## src/rtl/dmem_port_arbiter.sv

```systemverilog
// Shares single-port DataMemory between the pipeline MEM stage (priority) and an
// auxiliary req/ack master, with a starvation counter that forces one aux slot.
module dmem_port_arbiter #(
  parameter int MEM_BYTES    = 4096,
  parameter int STARVE_LIMIT = 8
) (
  input  logic        clock,
  input  logic        reset,
  input  logic        pipe_valid,
  input  logic        pipe_we,
  input  logic [31:0] pipe_addr,
  input  logic [31:0] pipe_wdata,
  output logic        pipe_stall,
  input  logic        aux_req,
  input  logic        aux_we,
  input  logic [31:0] aux_addr,
  input  logic [31:0] aux_wdata,
  output logic        aux_ack,
  output logic        aux_err,
  output logic [31:0] aux_rdata,
  output logic        mem_we,
  output logic [31:0] mem_addr,
  output logic [31:0] mem_wdata,
  input  logic [31:0] mem_rdata
);

  typedef enum logic {IDLE, ACK} state_t;

  state_t      state_q, state_d;
  logic [7:0]  starve_q, starve_d;
  logic        ack_q, ack_d;
  logic        err_q, err_d;
  logic [31:0] rdata_q, rdata_d;

  logic idle, err_cond, aux_grant, aux_accept;

  always_comb begin
    idle       = (state_q == IDLE);
    err_cond   = (aux_addr >= 32'(MEM_BYTES)) || (aux_addr[1:0] != 2'b00);
    // Reset gates the grant so a reset-cycle access never reaches memory or acks.
    aux_grant  = !reset && idle && aux_req && !err_cond &&
                 (!pipe_valid || starve_q == 8'(STARVE_LIMIT));
    aux_accept = !reset && idle && aux_req && (err_cond || aux_grant);

    state_d = state_q;
    case (state_q)
      IDLE:    if (aux_accept) state_d = ACK;
      ACK:     state_d = IDLE;
      default: state_d = IDLE;
    endcase

    starve_d = starve_q;
    if (aux_accept || !aux_req)
      starve_d = 8'd0;
    else if (idle && starve_q != 8'(STARVE_LIMIT))
      starve_d = starve_q + 8'd1;

    ack_d   = aux_accept;
    err_d   = aux_accept && err_cond;
    rdata_d = rdata_q;
    if (aux_accept)
      rdata_d = (err_cond || aux_we) ? 32'd0 : mem_rdata;
  end

  always_comb begin
    mem_we     = !reset && (aux_grant ? aux_we : (pipe_valid && pipe_we));
    mem_addr   = aux_grant ? aux_addr  : pipe_addr;
    mem_wdata  = aux_grant ? aux_wdata : pipe_wdata;
    pipe_stall = pipe_valid && aux_grant;
  end

  always_ff @(posedge clock) begin
    if (reset) begin
      state_q  <= IDLE;
      starve_q <= 8'd0;
      ack_q    <= 1'b0;
      err_q    <= 1'b0;
      rdata_q  <= 32'd0;
    end else begin
      state_q  <= state_d;
      starve_q <= starve_d;
      ack_q    <= ack_d;
      err_q    <= err_d;
      rdata_q  <= rdata_d;
    end
  end

  assign aux_ack   = ack_q;
  assign aux_err   = err_q;
  assign aux_rdata = rdata_q;

endmodule

```

## config.mk

```make
export PLATFORM = sky130hd
export DESIGN_NAME = dmem_port_arbiter
export DESIGN_NICKNAME = d
export VERILOG_FILES = /design/src/rtl/dmem_port_arbiter.sv
export SDC_FILE = /design/constraint.sdc
export NUM_CORES = 1
export LEC_CHECK = 0
export CORE_AREA = 3 3 103 105
export CTS_CLUSTER_SIZE = 25
export DETAILED_ROUTE_END_ITERATION = 6
export DIE_AREA = 0 0 106 108
export PLACE_DENSITY = 0.73
export SYNTH_ARGS = -nofsm -noshare
export SYNTH_HDL_FRONTEND = slang
export SYNTH_SLANG_ARGS = --single-unit
```

## constraint.sdc

```tcl
create_clock -name clock -period 3.85 [get_ports clock]
set_clock_uncertainty 0.1 [all_clocks]
set_input_delay 0.5775 -clock clock [delete_from_list [all_inputs] [get_ports clock]]
set_output_delay 0.5775 -clock clock [all_outputs]
set_load 0.03 [all_outputs]
```

==> results of run 1 <==
-- layout by cell type (no fill, tap or decap), drive strengths merged, types with 3 or more instances in the layout --
master	Yosys	routed
clkbuf	13	25
nand2b	35	35
buf	5	59
xnor2	4	4
nor2b	22	22
o2bb2ai	32	32
nor2	3	3
inv	3	3
clkdlybuf4s50	0	200
nor4b	3	3
nor4	6	6
dlygate4sd2	0	4
nor3	8	8
mux2	42	42
dfxtp	43	43
xor2	3	3
a21oi	5	5
-- worst max-delay path: cells and delay by family --
kind / cells / cell delay [ns]
buffers and inverters: 4 / 1.01
multiplexers: 1 / 0.35
AND/OR/NAND/NOR: 3 / 1.15
-- power groups by stage --
stage          Clock (mW)  Combinational (mW)  Sequential (mW)
4_1_cts             0.330               0.378            0.448
2_1_floorplan           0               0.132            0.460
6_report            0.320               0.375            0.448
5_1_grt             0.348               0.394            0.449
3_5_place_dp            0               0.390            0.459
3_3_place_gp            0               0.391            0.459
-- kinds of logic after synthesis --
family          after synthesis
xor+xnor                      7
fa+ha+maj                     2
flops                        43
mux                          44
compound gates               40
buf+inv                      21
simple gates                 94
-- worst paths after layout --
check	slack (ns)	start	endpoint
setup reg to reg	1.54	starve_q[0]$_SDFFE_PP0P_	aux_rdata[14]$_SDFFE_PP0P_
hold reg to reg	0.38	aux_rdata[10]$_SDFFE_PP0P_	aux_rdata[10]$_SDFFE_PP0P_
hold / removal	0.38	aux_rdata[10]$_SDFFE_PP0P_	aux_rdata[10]$_SDFFE_PP0P_
setup / recovery	0.08	aux_addr[27]	mem_addr[10]
-- metal layers --
layer	vias to the layer above	track usage [%]	routed length, microns
met5	-	0	0
met4	0	5.00	214
met3	14	8.72	1300
met2	158	37.5	6150
met1	1363	27.2	5460
li1	1447	-	-
-- state kept, by name, summed over array words and instances (netlist names) --
signal     cells
aux_ack        1
state_q        1
starve_q       8
aux_err        1
aux_rdata     32
-- area by class of cell --
class | count | area (sq um)
Fill cell | 904 | 4440
Timing Repair Buffer | 281 | 2620
Multi-Input combinational cell | 187 | 1540
Sequential cell | 43 | 861
Tap cell | 133 | 166
Clock buffer | 8 | 100
Inverter | 3 | 11.3
-- timing repair --
item                                   4_1_cts  5_1_grt
buffers inserted                             1        1
setup endpoints to repair                   39       31
pin swaps                                    1        0
gates cloned                                 1        1
resized for setup                           71       35
endpoints found under the hold margin        0        0
==> results.cfg, run 1 <==
[clocking]
cts_made_buffers = 5
cts.sinks = 43
clk_path_buf_depth = 2
path_clk_slew_ns = 0.08
ctsHoldBuffers = 0
cts_root_buf = clkbuf_8
cts_tree = built
htreeDepth = 2
clk_latency_ns = 0.30

[final_layout]
final_area_sq_um = 5290
drive_above_1_share_pct = 24.9
final_util_pct = 54.4
fin_nets = 689
antenna_cells = 0
instances_no_fill = 655
layout-area-overhead-vs-synth_pct = 112

[floorplanning]
start_util_pct = 25.6
coreArea_sq_um = 9730
die_area_sq_um = 11400
die_w_microns = 106
die_y_microns = 108
io_pins = 266
rows = 36

[placed_design]
dp_hpwl_microns = 10900
routabilityCongestion = 0.969
io_buffers = 265
dp.cells = 643
placed_cell_area_sq_um = 5240
preCtsSetupSlack_ns = -0.289

[logic_synthesis]
yosysTopAreaCell = dfxtp_1
synth_compound_area_share_pct = 13.2
synthDistinctLibCells = 36
yosys.area_share.simple_pct = 24.7
synth_common_cells = dfxtp_1 (43), mux2_2 (40), nand2b_1 (35)
synth_top_area_share_pct = 34.5
syn_nets = 419
synth.area.mux_share_pct = 19.8
avgSynthCellArea_sq_um = 9.93
synth_area_leaders = dfxtp_1 (35%), mux2_2 (18%), o2bb2ai_1 (11%)
netlist_instances = 251
synthArstFlopShare_pct = 0
yosysWarnings = 0
synth_fa_ha_area_share_pct = 1.00
synth-seq-area-share_pct = 34.5
synth_top_family_by_area = simple AND/OR/NAND/NOR gates
ys_seq_elements = 43
synth.most_common_cell = dfxtp_1
synth_xor_area_share_pct = 2.46
ys_dominant_reg_cell = dfxtp_1
syn_area_sq_um = 2490
synth_edf_count = 0

[worst_setup_path]
cpPeakStageDelay_ns = 0.53
critPathKind = in2out
cp_cell_sequence = clkdlybuf4s50_1, or4_1, or3_4, nor4_4, buf_6, bufbuf_16, mux2_2, buf_4
cp_slowest_cell = or4_1
crit_path_end_kind = primary output
required_ns = 3.17
crit_fanout = 16
cp.arrival_ns = 3.09
r2r_cells = 8
start_kind = primary input

[routing]
ant_nets = 0
wl_per_cell_microns = 20.0
dr.first_iter.drc_count = 97
dr.pass1.iters = 4
vias_per_cell = 4.55
drcViolationCount = 0
vias = 2982
wirelength_microns = 13100

[timing]
hold_violations = 0
final.setup.tns_ns = 0
slew_viol_final = 0
rsz0062_at_grt = true
fin_crit_ns = 3.77
period_share_pct = 97.9
whs_ns = 0.378
max_freq_ghz = 0.265
setup_ws_ns = 0.0813
tightestPinTransition_ns = 0.762
setup_violations = 0
relSlewSlack_pct = 48.7

[power]
p_comb_share_pct = 32.8
finalPower_mw = 1.14
p_clk_share_pct = 28.0
peakVddDrop_uv = 161
p_int_mw = 0.827
powerDensity_nw_per_um2 = 216
switchingPower_mw = 0.316
power_leakage_nw = 1.98
power_frac_seq_pct = 39.2
p_sw_share_pct = 27.6

[grt]
grtUsageTotal_pct = 22.4
grt_overflow = 0
antenna_found_initial = 0
grt_pass1_vias = 3121
grt_pass1_wl_microns = 19200
grt_max_degree = 36

[outcome]
status = complete, no violations

[hold_path]
hp-class = reg2reg
holdPathStages = 2

[flow_run]
timing.max_cap.violations = 0
Power figures use the tool's default switching activity.
==> run 2, diff against run 1 <==
--- a/config.mk
+++ b/config.mk
@@ -9,6 +9,7 @@
 export CTS_CLUSTER_SIZE = 25
 export DETAILED_ROUTE_END_ITERATION = 6
 export DIE_AREA = 0 0 106 108
+export MAX_ROUTING_LAYER = met4
 export PLACE_DENSITY = 0.73
 export SYNTH_ARGS = -nofsm -noshare
 export SYNTH_HDL_FRONTEND = slang
==> run 2 against run 1 <==
Compared with the run above: sequential cell count unchanged; fmax about the same; worst hold slack worse by 0.00078 ns; critical endpoint is now mem_addr[5]; highest routed layer unchanged.
==> results.cfg, run 2 (synthesized netlist as in run 1, its figures left out) <==
[floorplanning]
coreArea_sq_um = 9730
die_w_microns = 106
start_util_pct = 25.6
io_pins = 266
die_area_sq_um = 11400
die_y_microns = 108
rows = 36

[power]
powerDensity_nw_per_um2 = 210
finalPower_mw = 1.12
peakVddDrop_uv = 128
power_leakage_nw = 1.97

[timing]
whs_ns = 0.377
hold_violations = 0
max_freq_ghz = 0.265
fin_crit_ns = 3.77
setup_ws_ns = 0.0823
setup_violations = 0
final.setup.tns_ns = 0
period_share_pct = 97.9
relSlewSlack_pct = 56.9
slew_viol_final = 0
rsz0062_at_grt = true
tightestPinTransition_ns = 0.647

[final_layout]
antenna_cells = 0
mostFrequentLayoutCells = clkdlybuf4s50_1 (201), dfxtp_1 (43), mux2_2 (39)
fin_nets = 688
layout-area-overhead-vs-synth_pct = 114
final_util_pct = 54.9
largest_reg_flops = 32
n_fill_cell = 914
final-seq-area_sq_um = 861
drive_above_1_share_pct = 25.4
mostFrequentLayoutCell = clkdlybuf4s50_1
multi_input_area_sq_um = 1540

[grt]
grt_max_degree = 36
antenna_found_initial = 0
grt_pass1_wl_microns = 18800
grtUsageTotal_pct = 22.6
grt_pass1_vias = 3133
grt_overflow = 0

[clocking]
path_clk_slew_ns = 0.08
htreeDepth = 2
cts.sinks = 43
clk_path_buf_depth = 2
cts_made_buffers = 5
ctsHoldBuffers = 0
clk_latency_ns = 0.30
cts_root_buf = clkbuf_8
cts_tree = built

[worst_setup_path]
start_kind = primary input
r2r_cells = 8
required_ns = 3.17
timing.rr.start = starve_q[0]$_SDFFE_PP0P_
rrSetupSlack_ns = 1.52
critPathKind = in2out
crit_path_end_kind = primary output
cp.arrival_ns = 3.09
r2r_end = aux_rdata[25]$_SDFFE_PP0P_
crit_fanout = 14

[placed_design]
io_buffers = 265
dp_hpwl_microns = 11000
routabilityCongestion = 0.994
preCtsSetupSlack_ns = -0.318

[routing]
wl_per_cell_microns = 20.0
wirelength_microns = 13000
vias_per_cell = 4.61
vias = 3011
ant_nets = 0
drcViolationCount = 0
dr.pass1.iters = 4
dr.first_iter.drc_count = 104

[hold_path]
holdPathStages = 2
hold_end = aux_rdata[21]$_SDFFE_PP0P_
min_from = aux_rdata[21]$_SDFFE_PP0P_
hp-class = reg2reg

[flow_run]
timing.max_cap.violations = 0

[outcome]
status = complete, no violations
## run 2: changes by cell type in the layout (fill, tap and decap cells not counted), sizes merged
| cell | delta |
|---|---|
| dlygate4sd2 | -3 |
| buf | -12 |
| clkdlybuf4s50 | +1 |
| clkdlybuf4s15 | +12 |
| clkinv | +1 |
| bufbuf | -1 |
## run 2: critical path, stage by stage
cell	delay, ns
clkdlybuf4s50_1	0.41
or4_4	0.54
or3_4	0.36
nor4_4	0.22
buf_6	0.17
buf_12	0.15
buf_6	0.13
mux2_4	0.33
buf_4	0.18
## run 2: worst max path at each step
| stage | from | endpoint | slack [ns] | cells after the start |
|---|---|---|---|---|
| 6_report | aux_addr[27] | mem_addr[5] | 0.08 | 9 |
| 5_1_grt | aux_addr[27] | mem_addr[4] | -0.01 | 9 |
| 4_1_cts | aux_addr[27] | mem_addr[5] | 0.003 | 9 |
| 3_5_place_dp | aux_addr[27] | mem_addr[7] | -0.32 | 7 |
| 3_3_place_gp | aux_addr[27] | mem_addr[7] | -0.34 | 7 |
| 2_1_floorplan | aux_addr[27] | mem_wdata[29] | 0.46 | 5 |
## run 2: area by class of cell
type,count,share of cell area (%)
clock buffers,6,1.55
clock inverters,1,0.0937
inverters,3,0.211
multi-input cells,187,28.9
flip-flops and latches,43,16.1
well taps,133,3.11
repair buffers,280,50.1
## run 2: what timing repair did
item,CTS,global route
gates cloned,1,0
buffers inserted,1,0
pin swaps,1,0
endpoints found under the setup margin,45,32
endpoints found under the hold margin,0,0
gates resized for setup,62,46
## run 2: where the power goes
part	internal (mW)	switching, mW
combinational	0.222	0.160
clock	0.141	0.152
sequential	0.446	0.00201
## run 2: through the flow
step / area [sq um] / instances
detailed placement: 5260 / 644
global placement: 5260 / 644
CTS: 5380 / 653
floorplan: 2490 / 251
finish: 5340 / 653
global route: 5340 / 653
## run 2: metal layers
metal	GRT usage (%)	share of wire [%]	vias up
met5	-	0	-
met4	6.29	2.2	0
li1	-	-	1440
met3	7.10	8.6	17
met2	37.2	47	151
met1	26.9	42	1403
